## src/rtl/burst_host_driver.sv

```systemverilog
// Host-side burst sequencer: queues write data, replays burst commands onto the Top pin
// interface with registered outputs, and collects returning read beats into a valid stream.
module burst_host_driver #(
    parameter int unsigned ADDR_W      = 4,
    parameter int unsigned LEN_W       = 4,
    parameter int unsigned DATA_W      = 32,
    parameter int unsigned WFIFO_DEPTH = 16,
    parameter int unsigned RD_LATENCY  = 2
) (
    input  logic              clock,
    input  logic              reset,
    // Command channel
    input  logic              io_cmd_valid,
    output logic              io_cmd_ready,
    input  logic              io_cmd_write,
    input  logic [ADDR_W-1:0] io_cmd_address,
    input  logic [LEN_W-1:0]  io_cmd_length,
    // Write-data push
    input  logic              io_wdat_valid,
    output logic              io_wdat_ready,
    input  logic [DATA_W-1:0] io_wdat_bits,
    // Read-data stream
    output logic              io_rdat_valid,
    output logic [DATA_W-1:0] io_rdat_bits,
    output logic              io_rdat_last,
    output logic              io_busy,
    // Top-facing pins
    output logic              io_start,
    output logic              io_top_wr,
    output logic              io_top_rd,
    output logic [ADDR_W-1:0] io_top_address,
    output logic [LEN_W-1:0]  io_top_length,
    output logic [DATA_W-1:0] io_top_wdata,
    input  logic [DATA_W-1:0] io_top_rdata
);

    localparam int unsigned PTR_W = (WFIFO_DEPTH > 1) ? $clog2(WFIFO_DEPTH) : 1;
    localparam int unsigned CNT_W = $clog2(WFIFO_DEPTH) + 1;
    localparam int unsigned LAT_W = (RD_LATENCY > 1) ? $clog2(RD_LATENCY) : 1;

    localparam logic [2:0] IDLE   = 3'd0;
    localparam logic [2:0] WWAIT  = 3'd1;
    localparam logic [2:0] WBURST = 3'd2;
    localparam logic [2:0] RWAIT  = 3'd3;
    localparam logic [2:0] RBURST = 3'd4;

    logic [2:0]        state_q, state_d;
    logic [ADDR_W-1:0] addr_q, addr_d;
    logic [LEN_W-1:0]  len_q, len_d;
    logic [LEN_W-1:0]  left_q, left_d;
    logic [LAT_W-1:0]  wait_q, wait_d;

    logic [DATA_W-1:0] mem [WFIFO_DEPTH];
    logic [PTR_W-1:0]  rd_ptr_q, rd_ptr_d;
    logic [PTR_W-1:0]  wr_ptr_q, wr_ptr_d;
    logic [CNT_W-1:0]  count_q, count_d;
    logic              push, pop;

    logic              start_q;
    logic              top_wr_q, top_wr_d;
    logic              top_rd_q, top_rd_d;
    logic [ADDR_W-1:0] top_addr_q, top_addr_d;
    logic [LEN_W-1:0]  top_len_q, top_len_d;
    logic [DATA_W-1:0] top_wdata_q, top_wdata_d;
    logic              rdat_valid_q, rdat_valid_d;
    logic [DATA_W-1:0] rdat_bits_q, rdat_bits_d;
    logic              rdat_last_q, rdat_last_d;

    logic              launch;
    logic [ADDR_W-1:0] launch_addr;
    logic [LEN_W-1:0]  launch_len;

    function automatic logic [PTR_W-1:0] ptr_inc(input logic [PTR_W-1:0] p);
        return (p == PTR_W'(WFIFO_DEPTH - 1)) ? '0 : p + PTR_W'(1);
    endfunction

    function automatic logic fifo_holds(input logic [CNT_W-1:0] cnt, input logic [LEN_W-1:0] n);
        return 32'(cnt) >= 32'(n);
    endfunction

    assign io_wdat_ready = (count_q < CNT_W'(WFIFO_DEPTH));
    assign push          = io_wdat_valid && io_wdat_ready;

    // All Top-facing pins are next-state registers; every cycle defaults them back to zero.
    always_comb begin
        state_d      = state_q;
        addr_d       = addr_q;
        len_d        = len_q;
        left_d       = left_q;
        wait_d       = wait_q;
        pop          = 1'b0;
        top_wr_d     = 1'b0;
        top_rd_d     = 1'b0;
        top_addr_d   = '0;
        top_len_d    = '0;
        top_wdata_d  = '0;
        rdat_valid_d = 1'b0;
        rdat_bits_d  = rdat_bits_q;
        rdat_last_d  = 1'b0;
        launch       = 1'b0;
        launch_addr  = addr_q;
        launch_len   = len_q;

        case (state_q)
            IDLE: begin
                if (io_cmd_valid && (io_cmd_length != '0)) begin
                    addr_d = io_cmd_address;
                    len_d  = io_cmd_length;
                    if (io_cmd_write) begin
                        if (fifo_holds(count_q, io_cmd_length)) begin
                            launch      = 1'b1;
                            launch_addr = io_cmd_address;
                            launch_len  = io_cmd_length;
                        end else begin
                            state_d = WWAIT;
                        end
                    end else begin
                        top_rd_d   = 1'b1;
                        top_addr_d = io_cmd_address;
                        top_len_d  = io_cmd_length;
                        left_d     = io_cmd_length - LEN_W'(1);
                        wait_d     = LAT_W'(RD_LATENCY - 1);
                        state_d    = RWAIT;
                    end
                end
            end
            WWAIT: begin
                if (fifo_holds(count_q, len_q)) begin
                    launch = 1'b1;
                end
            end
            WBURST: begin
                if (left_q != '0) begin
                    top_wdata_d = mem[rd_ptr_q];
                    pop         = 1'b1;
                    left_d      = left_q - LEN_W'(1);
                end else begin
                    state_d = IDLE;
                end
            end
            RWAIT: begin
                if (wait_q == '0) begin
                    state_d = RBURST;
                end else begin
                    wait_d = wait_q - LAT_W'(1);
                end
            end
            RBURST: begin
                rdat_valid_d = 1'b1;
                rdat_bits_d  = io_top_rdata;
                rdat_last_d  = (left_q == '0);
                if (left_q == '0) begin
                    state_d = IDLE;
                end else begin
                    left_d = left_q - LEN_W'(1);
                end
            end
            default: state_d = IDLE;
        endcase

        // Beat 0 is loaded on the same edge that pops the FIFO head it carries.
        if (launch) begin
            top_wr_d    = 1'b1;
            top_addr_d  = launch_addr;
            top_len_d   = launch_len;
            top_wdata_d = mem[rd_ptr_q];
            pop         = 1'b1;
            left_d      = launch_len - LEN_W'(1);
            state_d     = WBURST;
        end
    end

    always_comb begin
        rd_ptr_d = pop ? ptr_inc(rd_ptr_q) : rd_ptr_q;
        wr_ptr_d = push ? ptr_inc(wr_ptr_q) : wr_ptr_q;
        case ({push, pop})
            2'b10:   count_d = count_q + CNT_W'(1);
            2'b01:   count_d = count_q - CNT_W'(1);
            default: count_d = count_q;
        endcase
    end

    always_ff @(posedge clock) begin
        if (push) begin
            mem[wr_ptr_q] <= io_wdat_bits;
        end
    end

    always_ff @(posedge clock) begin
        if (reset) begin
            state_q      <= IDLE;
            addr_q       <= '0;
            len_q        <= '0;
            left_q       <= '0;
            wait_q       <= '0;
            rd_ptr_q     <= '0;
            wr_ptr_q     <= '0;
            count_q      <= '0;
            start_q      <= 1'b0;
            top_wr_q     <= 1'b0;
            top_rd_q     <= 1'b0;
            top_addr_q   <= '0;
            top_len_q    <= '0;
            top_wdata_q  <= '0;
            rdat_valid_q <= 1'b0;
            rdat_bits_q  <= '0;
            rdat_last_q  <= 1'b0;
        end else begin
            state_q      <= state_d;
            addr_q       <= addr_d;
            len_q        <= len_d;
            left_q       <= left_d;
            wait_q       <= wait_d;
            rd_ptr_q     <= rd_ptr_d;
            wr_ptr_q     <= wr_ptr_d;
            count_q      <= count_d;
            start_q      <= 1'b1;
            top_wr_q     <= top_wr_d;
            top_rd_q     <= top_rd_d;
            top_addr_q   <= top_addr_d;
            top_len_q    <= top_len_d;
            top_wdata_q  <= top_wdata_d;
            rdat_valid_q <= rdat_valid_d;
            rdat_bits_q  <= rdat_bits_d;
            rdat_last_q  <= rdat_last_d;
        end
    end

    assign io_cmd_ready   = (state_q == IDLE);
    assign io_busy        = (state_q != IDLE);
    assign io_start       = start_q;
    assign io_top_wr      = top_wr_q;
    assign io_top_rd      = top_rd_q;
    assign io_top_address = top_addr_q;
    assign io_top_length  = top_len_q;
    assign io_top_wdata   = top_wdata_q;
    assign io_rdat_valid  = rdat_valid_q;
    assign io_rdat_bits   = rdat_bits_q;
    assign io_rdat_last   = rdat_last_q;

endmodule

```

## config.mk

```make
export PLATFORM = sky130hd
export DESIGN_NAME = burst_host_driver
export DESIGN_NICKNAME = d
export VERILOG_FILES = /design/src/rtl/burst_host_driver.sv
export SDC_FILE = /design/constraint.sdc
export NUM_CORES = 1
export LEC_CHECK = 0
export ABC_AREA = 1
export BUFFER_PORTS_ARGS = -buffer_cell sky130_fd_sc_hd__clkbuf_2
export CORE_MARGIN = 10
export CORE_UTILIZATION = 35
export CTS_CLUSTER_DIAMETER = 80
export DETAILED_ROUTE_END_ITERATION = 6
export SYNTH_ARGS = -nofsm -noshare
export SYNTH_HDL_FRONTEND = slang
export SYNTH_SLANG_ARGS = --single-unit
```

## constraint.sdc

```tcl
create_clock -name clock -period 3.1 [get_ports clock]
set_input_delay 0.31 -clock clock [delete_from_list [all_inputs] [get_ports clock]]
set_output_delay 0.31 -clock clock [all_outputs]
set_load 0.005 [all_outputs]
```

==> flow_summary.ini <==
[cts]
cts_setup_buffers = 0
h-tree-depth = 3
clockRootBuffer = clkbuf_16
cts_hold_buffers = 35
cts_tree = done
cts-resized-gates = 0
clk-insertion-delay-late_ns = 0.61
clock_path_buffers = 3
clk_pin_slew_ns = 0.06
cts_buffers = 69
cts.sinks = 622

[drt]
vias = 15880
drc = 0
drt_pre_antenna_iters = 5
drt_iter0_drc = 1269
detail-route-antenna-nets = 0
viasPerCell = 5.29
routedWlPerCell_microns = 21.0
wl_microns = 63000

[synthesis]
synthArstFlopShare = 0
synth_cell_type_count = 37
synth_top_area_frac = 0.643
synthAdderAreaFrac = 0.00890
yosys.area_share.simple = 0.0846
seq_area_frac_synth = 0.736
synth_flop_cell = edfxtp_1
yosysWarnings = 0
synth_top_family_by_area = compound AO/OA/AOI/OAI gates
synth-compound-area-share = 0.137
synth.mux.area_fraction = 0.00126
ys_seq_elements = 622
syn_nets = 1978
synth_edf_count = 512
yosys.area.top_type = edfxtp_1
synth_area_sq_um = 23900
synth_cells = 1884
yosys-top-cells-area = edfxtp_1 (64%), dfxtp_1 (9.2%), o21ai_0 (6.3%)
synth_xor_area_frac = 0.00183
avgSynthCellArea_sq_um = 12.7

[timing]
tns_ns = 0
finalSetupViolCount = 0
holdWs_ns = 0.0242
worstMarginPinSlew_ns = 0.706
post-route-period-util = 0.880
min_period_ns = 2.73
relSlewSlack = 0.529
hold_viol = 0
max_freq_mhz = 367
rsz0062_at_grt = no
final_max_slew_viol_count = 0
finClkSkew_ns = 0.0205

[grt]
grt_pass1_vias = 16220
grt_usage = 0.157
gr-total-overflow = 0
grt_first_pass_wirelength_microns = 96100
grt_start_max_net_pins = 123
grt_antenna_before_repair = 2

[layout]
final_nets = 2167
fill_cells = 6064
final_cell_mix = edfxtp_1 (512), nor2_1 (348), o21ai_0 (303)
final_common_cell = edfxtp_1
drive_gt1_frac = 0.171
seqCellArea_sq_um = 17600
area_delta_synth_final_pct = 20.1
multi_input_area_sq_um = 5720

[worst_hold_path]
hp-class = in2reg
hold_path_depth = 3

[floorplanning]
die_x_microns = 281
core_area_sq_um = 67400
rows = 95
dieArea_sq_um = 79100
fp.dieH_microns = 281
start_util = 0.355
pin_count = 157

[critical_path]
crit_arrival_ns = 3.25
cp-end-kind = flip-flop
ff2ff_path_depth = 16
crit_fanout = 15
critPathLaunchType = input pin
rrSetupSlack_ns = 0.37
crit_start = io_cmd_length[2]
cp.required_ns = 3.63
worst_r2r_startpoint = count_q[2]$_SDFFE_PP0P_
timing.rr.end = count_q[3]$_SDFFE_PP0P_
crit_type = in2reg
crit_end = count_q[4]$_SDFFE_PP0P_

[place]
gp_congestion = 0.810
port_buffers = 156
hpwlAfterDp_microns = 34900

[power_and_ir_drop]
p_per_area_nw_per_um2 = 763
clockPowerShare = 0.384
p_int_mw = 15.8
switching_power_mw = 6.07
seq_power_share = 0.445
comb_power_share = 0.172
p_leak_nw = 9.87
max-vdd-ir-drop_mv = 0.418
switching_share = 0.277

[outcome]
outcome = finished, final reports clean

[job]
maxCapViolations = 0
## how the worst min path moves through the flow
| stage | from | end |
|---|---|---|
| floorplan | reset | io_top_rd$_SDFF_PP0_ |
| global route | io_top_rdata[5] | io_rdat_bits[5]$_SDFFE_PP0P_ |
| detailed placement | addr_q[1]$_SDFFE_PP0P_ | addr_q[1]$_SDFFE_PP0P_ |
| finish | io_top_rdata[5] | io_rdat_bits[5]$_SDFFE_PP0P_ |
| global placement | addr_q[0]$_SDFFE_PP0P_ | addr_q[0]$_SDFFE_PP0P_ |
| CTS | io_top_rdata[5] | io_rdat_bits[5]$_SDFFE_PP0P_ |
## state kept, by name, summed over array words and instances (netlist names), 3 cells and up, named ones only
register        flops
addr_q              4
rd_ptr_q            4
io_top_address      4
count_q             5
left_q              4
io_rdat_bits       32
io_top_wdata       32
len_q               4
wr_ptr_q            4
io_top_length       4
state_q             3
mem               512
## power groups by stage
stage | Combinational [mW] | Clock (mW) | Sequential [mW]
after global placement | 3.64 | 0 | 9.90
after detailed placement | 3.75 | 0 | 9.92
after floorplan | 2.43 | 0 | 9.83
final | 3.76 | 8.41 | 9.74
after CTS | 3.79 | 8.60 | 9.75
after global routing | 4.23 | 8.92 | 9.78
## routing by layer
| metal | share of wire | vias up | GRT usage |
|---|---|---|---|
| met2 | 0.48 | 568 | 0.260 |
| met1 | 0.42 | 7866 | 0.199 |
| met5 | 0.00016 | - | 0 |
| li1 | - | 7350 | - |
| met3 | 0.079 | 94 | 0.0385 |
| met4 | 0.021 | 2 | 0.0536 |
## stage by stage
stage / instance area, sq um / utilization / worst slack (ns) / power, mW / instances
after global routing: 28700 / 0.426 / 0.0982 / 22.9 / 3003
after detailed placement: 26000 / 0.386 / 0.289 / 13.7 / 2840
after global placement: 26000 / 0.386 / 0.385 / 13.5 / 2840
after CTS: 28700 / 0.426 / 0.368 / 22.1 / 3002
after floorplan: 23900 / - / 0.419 / 12.3 / 1884
final: 28700 / 0.426 / 0.373 / 21.9 / 3003
## critical path, cell delays in order
cell and delay [ns]:
dlygate4sd3_1 0.53, clkbuf_2 0.13, inv_1 0.07, ha_1 0.28, nand2_1 0.06, nor2_1 0.08, nor2_1 0.05, nand2_1 0.11
nand3_4 0.21, nand3_2 0.15, ha_1 0.29, xor2_1 0.23, ha_1 0.19, inv_1 0.04, nand2_1 0.10, nand2_1 0.08
nand2_1 0.07, nand2_1 0.05, nand2_1 0.05, nand2_1 0.05, a21oi_1 0.12
## synth_stat cells, types with 2 or more instances
master,instances
o21ai_1,6
clkbuf_1,109
nor3_1,5
a21boi_2,2
nor2_4,3
edfxtp_1,512
nor2_2,2
xor2_1,4
ha_1,17
o22ai_1,48
nand2_1,71
nand3_2,2
buf_6,2
o211ai_1,43
o221ai_1,88
nor2_1,364
nand2_2,4
a21oi_1,57
inv_2,5
nand3_1,37
inv_1,58
buf_2,7
o21ai_2,2
dfxtp_1,110
buf_1,6
mux2i_1,3
nand4_1,5
o21ai_0,303
## area by class of cell
type / instances / area share
Antenna cell: 1 / 0.0000872
Clock buffer: 86 / 0.0674
Clock inverter: 41 / 0.0150
Inverter: 63 / 0.00841
Multi-Input combinational cell: 1075 / 0.199
Sequential cell: 622 / 0.613
Tap cell: 873 / 0.0380
Timing Repair Buffer: 242 / 0.0593
## kinds of logic (layout without fill, tap and decap cells)
logic type / Yosys count / in the layout
DFF: 622 / 622
AOI/OAI and AO/OA: 551 / 551
and+or+nand+nor: 499 / 499
buffers and inverters: 187 / 432
adders and majority gates: 17 / 17
xor gates and xnor gates: 5 / 5
muxes: 3 / 3
other: 0 / 1
No activity file was read; power rests on OpenSTA's default activity.
